## src/rtl/regfile_wb_arbiter.sv

```systemverilog
// rtl/regfile_wb_arbiter.sv - round-robin writeback arbiter for the regfile write port with RAW scoreboard and forward path
module regfile_wb_arbiter #(
    parameter int NREQ = 3,
    parameter int XLEN = 32
) (
    input  logic                 clk,
    input  logic                 rst_n,
    input  logic [NREQ-1:0]      req_valid,
    input  logic [5*NREQ-1:0]    req_wa,
    input  logic [XLEN*NREQ-1:0] req_wd,
    output logic [NREQ-1:0]      req_ready,
    input  logic                 rsv_valid,
    input  logic [4:0]           rsv_wa,
    output logic                 rf_write,
    output logic [4:0]           rf_wa,
    output logic [XLEN-1:0]      rf_wd,
    input  logic [4:0]           q_ra1,
    input  logic [4:0]           q_ra2,
    output logic                 q_busy1,
    output logic                 q_busy2,
    output logic                 q_fwd1,
    output logic                 q_fwd2,
    output logic [XLEN-1:0]      q_fwd_data
);
    localparam int PW = (NREQ > 1) ? $clog2(NREQ) : 1;

    logic [PW-1:0]   rr_q, rr_d;
    logic            rf_write_q, rf_write_d;
    logic [4:0]      rf_wa_q;
    logic [XLEN-1:0] rf_wd_q;
    logic [31:0]     busy_q, busy_d;

    logic            found;
    logic            xfer;
    logic [PW-1:0]   gnt;
    logic [PW:0]     cand;
    logic [PW-1:0]   idx;
    logic [4:0]      gnt_wa;
    logic [XLEN-1:0] gnt_wd;

    // Rotating priority search starting at the round-robin pointer.
    always_comb begin
        found = 1'b0;
        gnt   = '0;
        cand  = '0;
        idx   = '0;
        for (int k = 0; k < NREQ; k++) begin
            cand = {1'b0, rr_q} + (PW+1)'(k);
            if (cand >= (PW+1)'(NREQ)) begin
                cand = cand - (PW+1)'(NREQ);
            end
            idx = cand[PW-1:0];
            if (!found && req_valid[idx]) begin
                found = 1'b1;
                gnt   = idx;
            end
        end
    end

    assign xfer = found && rst_n;

    always_comb begin
        req_ready = '0;
        gnt_wa    = '0;
        gnt_wd    = '0;
        for (int i = 0; i < NREQ; i++) begin
            if (gnt == PW'(i)) begin
                req_ready[i] = xfer;
                gnt_wa       = req_wa[5*i +: 5];
                gnt_wd       = req_wd[XLEN*i +: XLEN];
            end
        end
    end

    always_comb begin
        rr_d = rr_q;
        if (xfer) begin
            rr_d = (gnt == PW'(NREQ-1)) ? '0 : gnt + PW'(1);
        end
        rf_write_d = xfer && (gnt_wa != 5'd0);
        // Clear before set so a same-cycle reservation by a newer producer wins.
        busy_d = busy_q;
        if (rf_write_d) begin
            busy_d[gnt_wa] = 1'b0;
        end
        if (rsv_valid && (rsv_wa != 5'd0)) begin
            busy_d[rsv_wa] = 1'b1;
        end
        busy_d[0] = 1'b0;
    end

    always_ff @(posedge clk or negedge rst_n) begin
        if (!rst_n) begin
            rr_q       <= '0;
            rf_write_q <= 1'b0;
            rf_wa_q    <= '0;
            rf_wd_q    <= '0;
            busy_q     <= '0;
        end else begin
            rr_q       <= rr_d;
            rf_write_q <= rf_write_d;
            busy_q     <= busy_d;
            if (rf_write_d) begin
                rf_wa_q <= gnt_wa;
                rf_wd_q <= gnt_wd;
            end
        end
    end

    assign rf_write   = rf_write_q;
    assign rf_wa      = rf_wa_q;
    assign rf_wd      = rf_wd_q;
    assign q_busy1    = (q_ra1 != 5'd0) && busy_q[q_ra1];
    assign q_busy2    = (q_ra2 != 5'd0) && busy_q[q_ra2];
    assign q_fwd1     = rf_write_q && (rf_wa_q == q_ra1) && (q_ra1 != 5'd0);
    assign q_fwd2     = rf_write_q && (rf_wa_q == q_ra2) && (q_ra2 != 5'd0);
    assign q_fwd_data = rf_wd_q;
endmodule

```

## config.mk

```make
export PLATFORM = sky130hd
export DESIGN_NAME = regfile_wb_arbiter
export DESIGN_NICKNAME = d
export VERILOG_FILES = /design/src/rtl/regfile_wb_arbiter.sv
export SDC_FILE = /design/constraint.sdc
export NUM_CORES = 1
export LEC_CHECK = 0
export BUFFER_PORTS_ARGS = -buffer_cell sky130_fd_sc_hd__clkbuf_2
export CORE_UTILIZATION = 53
export DETAILED_ROUTE_END_ITERATION = 10
export PLACE_DENSITY = 0.9
export SLEW_MARGIN = 25
export SYNTH_ARGS = -nofsm -noshare
export SYNTH_HDL_FRONTEND = slang
export SYNTH_SLANG_ARGS = --single-unit
```

## constraint.sdc

```tcl
create_clock -name clk -period 7.24 [get_ports clk]
set_clock_uncertainty 0.1 [all_clocks]
set_input_delay 0.724 -clock clk [delete_from_list [all_inputs] [get_ports clk]]
set_output_delay 0.724 -clock clk [all_outputs]
set_load 0.01 [all_outputs]
```

==> metrics.log, run 1 <==
[metrics] clock root buffer: sky130_fd_sc_hd__clkbuf_8
[metrics] P_sw: 1310 uW
[metrics] CTS HTree Levels: 3
[metrics] layout cells sized above 1: 41.9%
[metrics] number of cells upsized or downsized after cts: 0
[metrics] Max Clock Freq: 0.244 GHz
[metrics] Port Buffer Count: 208
[metrics] TritonCTS Sinks: 71
[metrics] TritonCTS Buffers: 9
[metrics] Die X: 99.0 um
[metrics] Unique masters post-synth: 60
[metrics] crit path capture type: register
[metrics] most common library cell in the layout ignoring fill and taps: sky130_fd_sc_hd__clkbuf_2
[metrics] Post-Syn Instances: 531
[metrics] reg2reg setup slack: 3140 ps
[metrics] initial antenna violation count: 0
[metrics] flip-flop cell with the highest count after synthesis: sky130_fd_sc_hd__dfrtp_1
[metrics] fraction of synthesis flops using an asynchronous set or reset pin: 100%
[metrics] global-route wire length before repair: 23800 um
[metrics] worst-margin pin slew: 1100 ps
[metrics] final hold violation count: 0
[metrics] Comb power frac: 61.7%
[metrics] number of placement rows: 35
[metrics] worst reg2reg startpoint: rr_q[0]$_DFFE_PN0P_
[metrics] vias in the first global route: 4681
[metrics] synthesis-stage register bit count: 71
[metrics] Die Footprint: 0.00980 mm^2
[metrics] Hold Path Cell Cnt: 1
[metrics] pwr/cell area: 465 mW/mm^2
[metrics] half-perimeter wire length of the detailed placement result: 11900 um
[metrics] Int Pwr: 1480 uW
[metrics] first-pass iteration count of the detailed router: 7
[metrics] clock insertion delay at the later pin of the skew report: 350 ps
[metrics] Post-Place Setup Slack: 3140 ps
[metrics] cell area after synthesis: 0.00499 mm^2
[metrics] post-DR vias/cell: 6.10
[metrics] final weighted congestion of routability-driven global placement: 0.919
[metrics] Worst Path Required: 7400 ps
[metrics] clock network power share: 10.1%
[metrics] proportion of total power due to net switching: 46.9%
[metrics] relative area change from synthesis to final layout: 20.4%
[metrics] final global-route overflow total: 0
[metrics] effective utilization at floorplan: 54.2%
[metrics] total negative setup slack: 0 ps
[metrics] time the worst path needs with I/O delays and setup: 4100 ps
[metrics] hold buffer count at cts: 0
[metrics] startpoint of the tightest hold check path: q_fwd_data[2]$_DFFE_PN0N_
[metrics] final worst path period share: 56.6%
[metrics] Layout Nets: 830
[metrics] share of power burned in registers: 28.2%
[metrics] synthesized area divided by synthesized cell count: 9.39 um^2
[metrics] result of the run: finished, final reports clean
[metrics] maximum number of pins on one net before global-route repair: 74
[metrics] Post-synth EDFFs: 0
[metrics] CTS tree: done
[metrics] arrival time at the worst endpoint: 4250 ps
[metrics] clock-pin slew on the worst setup and hold paths: 80 ps
[metrics] DRC violation count after routing: 0
[metrics] hold worst-path end: q_fwd_data[2]$_DFFE_PN0N_
[metrics] Final Max Tran Viols: 0
[metrics] Starting DRT DRC Count: 404
[metrics] biggest fanout along the worst timing path: 32
[metrics] VDD IR max: 269 uV
[metrics] Net Count, Synth: 667
[metrics] worst setup path startpoint: rr_q[0]$_DFFE_PN0P_
[metrics] Yosys Warn Count: 0
[metrics] post-route antenna net violation count: 0
[metrics] kind of start point of the critical path: register
[metrics] die outline height: 99.0 um
[metrics] via count of the routed design: 4944
[metrics] sequential cell area fraction in the yosys report: 35.6%
[metrics] count of boundary I/O pins: 209
[metrics] setup repair after global routing missed its margin: false
[metrics] capturing point of the worst reg2reg path: busy_q[29]$_DFF_PN0_
[metrics] Pleak: 0.00296 uW
[metrics] global-route usage over all layers: 31.7%
[metrics] diode count: 0
[metrics] depth of the worst register-to-register path: 10
[metrics] commonest cells after routing, fill and taps aside: sky130_fd_sc_hd__clkbuf_2, sky130_fd_sc_hd__dfrtp_1, sky130_fd_sc_hd__nor2_1
[metrics] standard cell core area: 0.00920 mm^2
[metrics] setup violators final: 0
[metrics] total wirelength of the detailed-routed design: 15400 um
[metrics] number of maximum-capacitance violations: 0
[metrics] Avg WL per Cell: 19.1 um
[metrics] post-route insts no fill: 810
[metrics] buffer levels on the longest clock path: 2
[metrics] slack of the critical path: 3140 ps
[metrics] post-CTS setup repair buffer count: 0
[metrics] worst setup path category: register to register
[metrics] number of instances in the placed design: 794
[metrics] Max-Slew Margin vs Limit: 26.4%
[metrics] Min-Delay Path Class: register to register
[final cells by class]
type                       count  area [um^2]
clock buffer                   9          124
clock inverter                 7         50.0
fill                         758         3190
inverter                      18         67.6
multi-input combinational    381         2770
sequential                    71         1780
tap                          111          139
timing repair buffer         213         1080
[state kept, by name, summed over array words and instances, names as in the netlist]
signal,count
busy_q,31
rr_q,2
rf_write,1
rf_wa,5
q_fwd_data,32
[stage by stage]
stage / hold slack [ps] / util, % / cell area (um^2) / total power [uW]
final: 433 / 65.3 / 6010 / 2790
after global routing: 459 / 65.3 / 6010 / 2970
after CTS: 441 / 65.3 / 6010 / 2770
after detailed placement: 414 / 63.4 / 5830 / 2490
after global placement: 399 / 63.4 / 5830 / 2410
after floorplan: 328 / - / 4990 / 2060
[cells in the mapped netlist (12+ instances only)]
library cell	n	share of area [%]
sky130_fd_sc_hd__mux2_2	12	2.7
sky130_fd_sc_hd__nor2_1	58	4.4
sky130_fd_sc_hd__a31oi_1	23	2.9
sky130_fd_sc_hd__mux4_2	18	8.1
sky130_fd_sc_hd__dfrtp_1	71	36
sky130_fd_sc_hd__o21ai_0	13	1.3
sky130_fd_sc_hd__a21oi_1	34	3.4
sky130_fd_sc_hd__clkbuf_1	19	1.4
sky130_fd_sc_hd__buf_4	33	5.0
sky130_fd_sc_hd__inv_1	18	1.4
sky130_fd_sc_hd__nand3_1	34	3.4
sky130_fd_sc_hd__nand2_1	47	3.5
sky130_fd_sc_hd__mux2_4	20	6.0
[cell families after synthesis]
group	Yosys count	synth area share [%]
muxes	57	18.4
buffers and inverters	79	8.93
xor gates and xnor gates	8	1.40
AOI/OAI and AO/OA	124	16.9
and+or+nand+nor	188	17.8
adders and majority gates	4	1.00
DFF	71	35.6
[power by group through the flow]
stage,sequential [uW],combinational (uW),clock [uW]
6_report,788,1720,283
5_1_grt,811,1860,302
4_1_cts,783,1700,283
3_5_place_dp,788,1700,0
3_3_place_gp,775,1630,0
2_1_floorplan,776,1290,0
[how the worst max path moves through the flow]
stage	depth (start not counted)	end
finish	10	busy_q[29]$_DFF_PN0_
global route	10	busy_q[29]$_DFF_PN0_
CTS	11	q_fwd_data[2]$_DFFE_PN0N_
detailed placement	10	q_fwd_data[2]$_DFFE_PN0N_
global placement	10	q_fwd_data[2]$_DFFE_PN0N_
floorplan	11	q_fwd_data[11]$_DFFE_PN0N_
[worst max-delay path: stages (launching register included)]
cell and delay (ps):
sky130_fd_sc_hd__dfrtp_1 410, sky130_fd_sc_hd__inv_1 80, sky130_fd_sc_hd__ha_1 380, sky130_fd_sc_hd__nand2b_1 150, sky130_fd_sc_hd__a21boi_2 90, sky130_fd_sc_hd__o21ai_2 130
sky130_fd_sc_hd__buf_4 340, sky130_fd_sc_hd__nand3_1 670, sky130_fd_sc_hd__o221ai_1 1030, sky130_fd_sc_hd__nor2_1 340, sky130_fd_sc_hd__a31oi_1 280
[routing by layer]
layer | global-route usage (%) | up-vias | part of all wire, %
met5 | 0 | - | 0
met4 | 12.4 | 0 | 3.1
met3 | 6.60 | 48 | 8.6
met2 | 51.4 | 301 | 49
met1 | 41.7 | 2360 | 40
li1 | - | 2235 | -
(Power assumes the default switching activity.)
==> run 2, diff against run 1 <==
--- a/config.mk
+++ b/config.mk
@@ -6,9 +6,9 @@
 export NUM_CORES = 1
 export LEC_CHECK = 0
 export BUFFER_PORTS_ARGS = -buffer_cell sky130_fd_sc_hd__clkbuf_2
-export CORE_UTILIZATION = 53
+export CORE_UTILIZATION = 49
 export DETAILED_ROUTE_END_ITERATION = 10
-export PLACE_DENSITY = 0.9
+export PLACE_DENSITY = 0.85
 export SLEW_MARGIN = 25
 export SYNTH_ARGS = -nofsm -noshare
 export SYNTH_HDL_FRONTEND = slang
==> constraint.sdc (replaced) <==
create_clock -name clk -period 4.3 [get_ports clk]
set_clock_uncertainty 0.1 [all_clocks]
set_input_delay 0.43 -clock clk [delete_from_list [all_inputs] [get_ports clk]]
set_output_delay 0.43 -clock clk [all_outputs]
set_load 0.01 [all_outputs]
==> metrics.log, run 2 (synthesized netlist as in run 1, its figures left out) <==
[metrics] result of the run: finished, final reports clean
[metrics] effective utilization at floorplan: 50.8%
[metrics] PnR Total Power: 4820 uW
[metrics] number of maximum-capacitance violations: 0
[metrics] maximum number of pins on one net before global-route repair: 48
[metrics] relative area change from synthesis to final layout: 22.2%
[metrics] final weighted congestion of routability-driven global placement: 0.939
[metrics] commonest cells after routing, fill and taps aside: sky130_fd_sc_hd__clkbuf_2, sky130_fd_sc_hd__dfrtp_1, sky130_fd_sc_hd__nor2_1
[metrics] worst setup path startpoint: rr_q[0]$_DFFE_PN0P_
[metrics] final hold violation count: 0
[metrics] final worst path period share: 86.5%
[metrics] CTS tree: done
[metrics] WHS: 300 ps
[metrics] P_sw: 2220 uW
[metrics] DRC violation count after routing: 0
[metrics] setup violators final: 0
[metrics] number of flip-flops under the largest register name: 32
[metrics] Max-Slew Margin vs Limit: 31.3%
[metrics] post-route antenna net violation count: 0
[metrics] most common library cell in the layout ignoring fill and taps: sky130_fd_sc_hd__clkbuf_2
[metrics] CTS HTree Levels: 3
[metrics] Avg WL per Cell: 18.5 um
[metrics] Port Buffer Count: 208
[metrics] total negative setup slack: 0 ps
[metrics] kind of start point of the critical path: register
[metrics] buffer levels on the longest clock path: 2
[metrics] biggest fanout along the worst timing path: 19
[metrics] Final Max Tran Viols: 0
[metrics] number of filler cells placed in the layout: 843
[metrics] Layout Nets: 834
[metrics] half-perimeter wire length of the detailed placement result: 11900 um
[metrics] worst reg2reg startpoint: rr_q[0]$_DFFE_PN0P_
[metrics] Post-Place Cell Area: 0.00588 mm^2
[metrics] startpoint of the tightest hold check path: req_wd[1]
[metrics] number of placement rows: 36
[metrics] worst-margin pin slew: 1030 ps
[metrics] crit path capture type: register
[metrics] Pleak: 0.00300 uW
[metrics] standard cell core area: 0.00982 mm^2
[metrics] hold worst-path end: q_fwd_data[1]$_DFFE_PN0N_
[metrics] Starting DRT DRC Count: 300
[metrics] die outline height: 103 um
[metrics] clock-pin slew on the worst setup and hold paths: 80 ps
[metrics] global-route wire length before repair: 22800 um
[metrics] diode count: 0
[metrics] Hold Path Cell Cnt: 4
[metrics] final global-route overflow total: 0
[metrics] Min-Delay Path Class: input pin to register
[metrics] TritonCTS Buffers: 9
[metrics] setup repair after global routing missed its margin: false
[metrics] final std cell area, no fill: 0.00610 mm^2
[metrics] via count of the routed design: 4958
[metrics] time the worst path needs with I/O delays and setup: 3720 ps
[metrics] clock root buffer: sky130_fd_sc_hd__clkbuf_8
[metrics] share of power burned in registers: 27.3%
[metrics] capturing point of the worst reg2reg path: busy_q[30]$_DFF_PN0_
[metrics] global-route usage over all layers: 28.7%
[metrics] Comb power frac: 61.1%
[metrics] clock network power share: 11.6%
[metrics] number of instances in the placed design: 819
[metrics] Die X: 103 um
[metrics] clock insertion delay at the later pin of the skew report: 340 ps
[metrics] Int Pwr: 2600 uW
[metrics] depth of the worst register-to-register path: 10
[metrics] post-route insts no fill: 836
[metrics] pwr/cell area: 790 mW/mm^2
[metrics] Max Clock Freq: 0.269 GHz
[metrics] reg2reg setup slack: 580 ps
[metrics] layout cells sized above 1: 42.0%
[metrics] worst setup path category: register to register
[metrics] count of boundary I/O pins: 209
[metrics] total wirelength of the detailed-routed design: 15500 um
[metrics] first-pass iteration count of the detailed router: 5
[metrics] proportion of total power due to net switching: 46.1%
[metrics] initial antenna violation count: 0
[metrics] TritonCTS Sinks: 71
[metrics] Die Footprint: 0.0106 mm^2
[metrics] arrival time at the worst endpoint: 3890 ps
[metrics] vias in the first global route: 4534
[metrics] number of cells upsized or downsized after cts: 0
[metrics] post-DR vias/cell: 5.93
[metrics] Worst Path Required: 4460 ps
[metrics] VDD IR max: 529 uV
-- run 2: cell types whose count changed in the layout (fill, tap and decap cells not counted) --
cell	change
sky130_fd_sc_hd__buf_4	+3
sky130_fd_sc_hd__bufinv_16	+1
sky130_fd_sc_hd__clkbuf_8	+1
sky130_fd_sc_hd__clkinv_2	-1
sky130_fd_sc_hd__clkinv_4	-1
sky130_fd_sc_hd__clkinvlp_4	-1
sky130_fd_sc_hd__dlygate4sd3_1	+1
sky130_fd_sc_hd__inv_6	+1
sky130_fd_sc_hd__o21a_1	+1
sky130_fd_sc_hd__o21a_2	-1
-- run 2: layout make-up --
| cell class | instances | area, um^2 | share of cell area, % |
|---|---|---|---|
| Clock buffer | 10 | 138 | 2.26 |
| Clock inverter | 6 | 67.6 | 1.11 |
| Sequential cell | 71 | 1780 | 29.1 |
| Timing Repair Buffer | 217 | 1110 | 18.2 |
| Inverter | 18 | 67.6 | 1.11 |
| Multi-Input combinational cell | 381 | 2770 | 45.4 |
| Tap cell | 133 | 166 | 2.73 |
-- run 2: how the worst max path moves through the flow --
stage	slack, ps	endpoint
detailed placement	700	q_fwd_data[5]$_DFFE_PN0N_
CTS	690	busy_q[30]$_DFF_PN0_
global route	360	busy_q[26]$_DFF_PN0_
finish	580	busy_q[30]$_DFF_PN0_
global placement	870	q_fwd_data[8]$_DFFE_PN0N_
floorplan	1020	q_fwd_data[11]$_DFFE_PN0N_
-- run 2: routing by layer --
layer	GRT usage [%]	routed length, um	up-vias
met5	0	0	-
met4	10.1	194	0
met3	7.53	1270	21
met2	49.2	7970	280
met1	35.1	6050	2408
li1	-	-	2249
-- run 2: repair_timing --
item | 4_1_cts | 5_1_grt
setup buffers | 0 | 0
hold endpoints to repair | 14 | 0
hold buffers | 1 | 0
endpoints found under the setup margin | 0 | 0
-- run 2: worst max-delay path, cell delays in order (launching register included) --
cell                       delay, ps
sky130_fd_sc_hd__dfrtp_1         420
sky130_fd_sc_hd__inv_1            90
sky130_fd_sc_hd__ha_1            370
sky130_fd_sc_hd__nand2b_1        210
sky130_fd_sc_hd__a21boi_2        280
sky130_fd_sc_hd__or3_1           300
sky130_fd_sc_hd__nand3_1         180
sky130_fd_sc_hd__buf_4           250
sky130_fd_sc_hd__o221ai_1        830
sky130_fd_sc_hd__nor2_1          350
sky130_fd_sc_hd__a31oi_1         260
-- run 2: power groups by stage --
stage	clock network, uW	logic, uW	registers (uW)
2_1_floorplan	0	2170	1310
3_3_place_gp	0	2780	1290
3_5_place_dp	0	2910	1320
4_1_cts	561	2910	1310
5_1_grt	592	3180	1350
6_report	559	2940	1320
-- run 2: metrics by stage --
step                      util [%]  setup WS [ps]
after CTS                     62.1            688
after global placement        59.9            875
after floorplan                  -           1020
final                         62.1            579
after detailed placement      59.9            705
after global routing          62.1            357
==> run 3, diff against run 2 <==
--- a/config.mk
+++ b/config.mk
@@ -6,6 +6,7 @@
 export NUM_CORES = 1
 export LEC_CHECK = 0
 export BUFFER_PORTS_ARGS = -buffer_cell sky130_fd_sc_hd__clkbuf_2
+export CORE_MARGIN = 1.5
 export CORE_UTILIZATION = 49
 export DETAILED_ROUTE_END_ITERATION = 10
 export PLACE_DENSITY = 0.85
==> constraint.sdc (replaced) <==
create_clock -name clk -period 4.3 [get_ports clk]
set_clock_uncertainty 0.1 [all_clocks]
set_input_delay 0 -clock clk [delete_from_list [all_inputs] [get_ports clk]]
set_output_delay 0 -clock clk [all_outputs]
set_load 0.01 [all_outputs]
==> metrics.log, run 3 (synthesized netlist as in run 1, its figures left out) <==
[metrics] effective utilization at floorplan: 50.8%
[metrics] final hold violation count: 1
[metrics] DRC violation count after routing: 0
[metrics] worst reg2reg startpoint: rr_q[0]$_DFFE_PN0P_
[metrics] arrival time at the worst endpoint: 4110 ps
[metrics] worst setup path category: register to register
[metrics] share of power burned in registers: 24.9%
[metrics] time the worst path needs with I/O delays and setup: 3970 ps
[metrics] VDD IR max: 466 uV
[metrics] count of boundary I/O pins: 209
[metrics] standard cell core area: 0.00982 mm^2
[metrics] clock root buffer: sky130_fd_sc_hd__clkbuf_8
[metrics] Max Clock Freq: 0.252 GHz
[metrics] final global-route overflow total: 0
[metrics] number of maximum-capacitance violations: 0
[metrics] number of flip-flops under the largest register name: 32
[metrics] biggest fanout along the worst timing path: 23
[metrics] CTS HTree Levels: 3
[metrics] post-route insts no fill: 908
[metrics] post-route antenna net violation count: 0
[metrics] worst path bufs/invs: 3
[metrics] Die X: 104 um
[metrics] met2 Resource Use GR: 57.9%
[metrics] Global Route met1 Usage: 40.3%
[metrics] first-pass iteration count of the detailed router: 6
[metrics] cell with the most instances on the worst path: sky130_fd_sc_hd__dlygate4sd3_1
[metrics] clock insertion delay at the later pin of the skew report: 340 ps
[metrics] clock network power share: 10.5%
[metrics] via count of the routed design: 5584
[metrics] startpoint of the tightest hold check path: req_wd[41]
[metrics] post-DR vias/cell: 6.15
[metrics] final weighted congestion of routability-driven global placement: 0.891
[metrics] routing layer with the top usage in global route: met2
[metrics] Int Pwr: 2950 uW
[metrics] Final Max Tran Viols: 0
[metrics] reg2reg setup slack: 330 ps
[metrics] Comb power frac: 64.6%
[metrics] slowest stage cell, crit path: sky130_fd_sc_hd__dlygate4sd3_1
[metrics] WHS: -0.876 ps
[metrics] final std cell area, no fill: 0.00684 mm^2
[metrics] Max stage delay on crit path: 620 ps
[metrics] P_sw: 2440 uW
[metrics] result of the run: complete, but fails checks
[metrics] relative area change from synthesis to final layout: 37.0%
[metrics] capturing point of the worst reg2reg path: q_fwd_data[4]$_DFFE_PN0N_
[metrics] Max-Slew Margin vs Limit: 33.7%
[metrics] TritonCTS Buffers: 9
[metrics] final worst path period share: 92.4%
[metrics] die outline height: 104 um
[metrics] Pleak: 0.00330 uW
[metrics] kind of cell with the highest combined delay on the critical path: buffers and inverters
[metrics] Avg WL per Cell: 20.7 um
[metrics] Post-Place Cell Area: 0.00589 mm^2
[metrics] total wirelength of the detailed-routed design: 18800 um
[metrics] half-perimeter wire length of the detailed placement result: 12000 um
[metrics] proportion of total power due to net switching: 45.2%
[metrics] global routing usage on met3: 7.33%
[metrics] pwr/cell area: 788 mW/mm^2
[metrics] Port Buffer Count: 208
[metrics] Die Footprint: 0.0108 mm^2
[metrics] maximum number of pins on one net before global-route repair: 53
[metrics] diode count: 0
[metrics] setup violators final: 0
[metrics] number of placement rows: 36
[metrics] Post-Place Setup Slack: 652 ps
[metrics] post-CTS setup repair buffer count: 0
[metrics] most common library cell in the layout ignoring fill and taps: sky130_fd_sc_hd__clkbuf_2
[metrics] failing checks: hold timing
[metrics] commonest cells after routing, fill and taps aside: sky130_fd_sc_hd__clkbuf_2, sky130_fd_sc_hd__dlygate4sd3_1, sky130_fd_sc_hd__dfrtp_1
[metrics] crit path capture type: register
[metrics] TritonCTS Sinks: 71
[metrics] Layout Nets: 906
[metrics] layout cells sized above 1: 38.3%
[metrics] kind of start point of the critical path: register
[metrics] global-route wire length before repair: 29200 um
[metrics] Min-Delay Path Class: input pin to register
[metrics] global-route usage over all layers: 34.5%
[metrics] worst-margin pin slew: 988 ps
[metrics] CTS tree: done
[metrics] number of instances in the placed design: 819
[metrics] hold worst-path end: q_fwd_data[9]$_DFFE_PN0N_
[metrics] setup repair after global routing missed its margin: false
[metrics] Starting DRT DRC Count: 605
[metrics] path length in cells of the critical path: 11
[metrics] slack of the critical path: 327 ps
[metrics] initial antenna violation count: 0
[metrics] worst-path cell chain: inv_1, ha_1, nand2b_1, a21boi_2, or3_1, nand2_4, a22oi_1, dlygate4sd3_1, o21ai_0, dlygate4sd3_1, mux2_2
[metrics] clock-pin slew on the worst setup and hold paths: 80 ps
[metrics] vias in the first global route: 5671
[metrics] buffer levels on the longest clock path: 2
[metrics] Hold Path Cell Cnt: 4
[metrics] Worst Path Required: 4440 ps
[metrics] depth of the worst register-to-register path: 11
[metrics] total negative setup slack: 0 ps
==> run 3: cell count changes in the layout (fill, tap and decap cells not counted) <==
cell | before | now
sky130_fd_sc_hd__buf_4 | 8 | 7
sky130_fd_sc_hd__buf_12 | 0 | 1
sky130_fd_sc_hd__clkbuf_4 | 0 | 1
sky130_fd_sc_hd__nand2_4 | 0 | 1
sky130_fd_sc_hd__dlygate4sd3_1 | 1 | 72
sky130_fd_sc_hd__clkinvlp_4 | 2 | 1
sky130_fd_sc_hd__clkinv_4 | 1 | 2
sky130_fd_sc_hd__nand2_1 | 47 | 46
==> run 3: final cells by class <==
type	count	area, um^2
clock buffer	10	138
sequential	71	1780
tap	133	166
multi-input combinational	381	2780
timing repair buffer	289	1840
fill	662	2980
clock inverter	6	68.8
inverter	18	67.6
==> run 3: power by group through the flow <==
| stage | combinational, uW | clock [uW] | sequential, uW |
|---|---|---|---|
| floorplan | 2170 | 0 | 1310 |
| global placement | 2810 | 0 | 1290 |
| detailed placement | 2920 | 0 | 1320 |
| CTS | 3300 | 561 | 1310 |
| global route | 3710 | 591 | 1370 |
| finish | 3480 | 565 | 1340 |
==> run 3: metrics by stage <==
step / total power, uW / utilization, %
2_1_floorplan: 3470 / -
3_3_place_gp: 4100 / 60.0
3_5_place_dp: 4240 / 60.0
4_1_cts: 5170 / 69.5
5_1_grt: 5670 / 69.6
6_report: 5390 / 69.6
==> run 3: tightest hold or removal path, cell delays in order <==
cell and delay, ps:
sky130_fd_sc_hd__clkbuf_2 80, sky130_fd_sc_hd__o22ai_1 90, sky130_fd_sc_hd__nor2_1 100, sky130_fd_sc_hd__mux2_2 150
==> run 3: worst max-delay path by stage <==
stage,from,endpoint,slack [ps]
after floorplan,rr_q[0]$_DFFE_PN0P_,q_fwd_data[11]$_DFFE_PN0N_,1020
after global placement,rr_q[0]$_DFFE_PN0P_,q_fwd_data[10]$_DFFE_PN0N_,810
after detailed placement,rr_q[0]$_DFFE_PN0P_,busy_q[31]$_DFF_PN0_,650
after CTS,rr_q[0]$_DFFE_PN0P_,q_fwd_data[30]$_DFFE_PN0N_,120
after global routing,rr_q[0]$_DFFE_PN0P_,q_fwd_data[4]$_DFFE_PN0N_,170
final,rr_q[0]$_DFFE_PN0P_,q_fwd_data[4]$_DFFE_PN0N_,330
==> run 3: repair_timing <==
| item | in CTS | in global routing |
|---|---|---|
| gates resized for setup | 0 | 2 |
| setup endpoints to repair | 0 | 8 |
| hold buffers | 72 | 0 |
| endpoints found under the hold margin | 52 | 0 |
==> run 3: routing by layer <==
metal	share of wire, %	up-vias
li1	-	2387
met1	35	2616
met2	48	445
met3	10	136
met4	6.3	0
met5	0	-
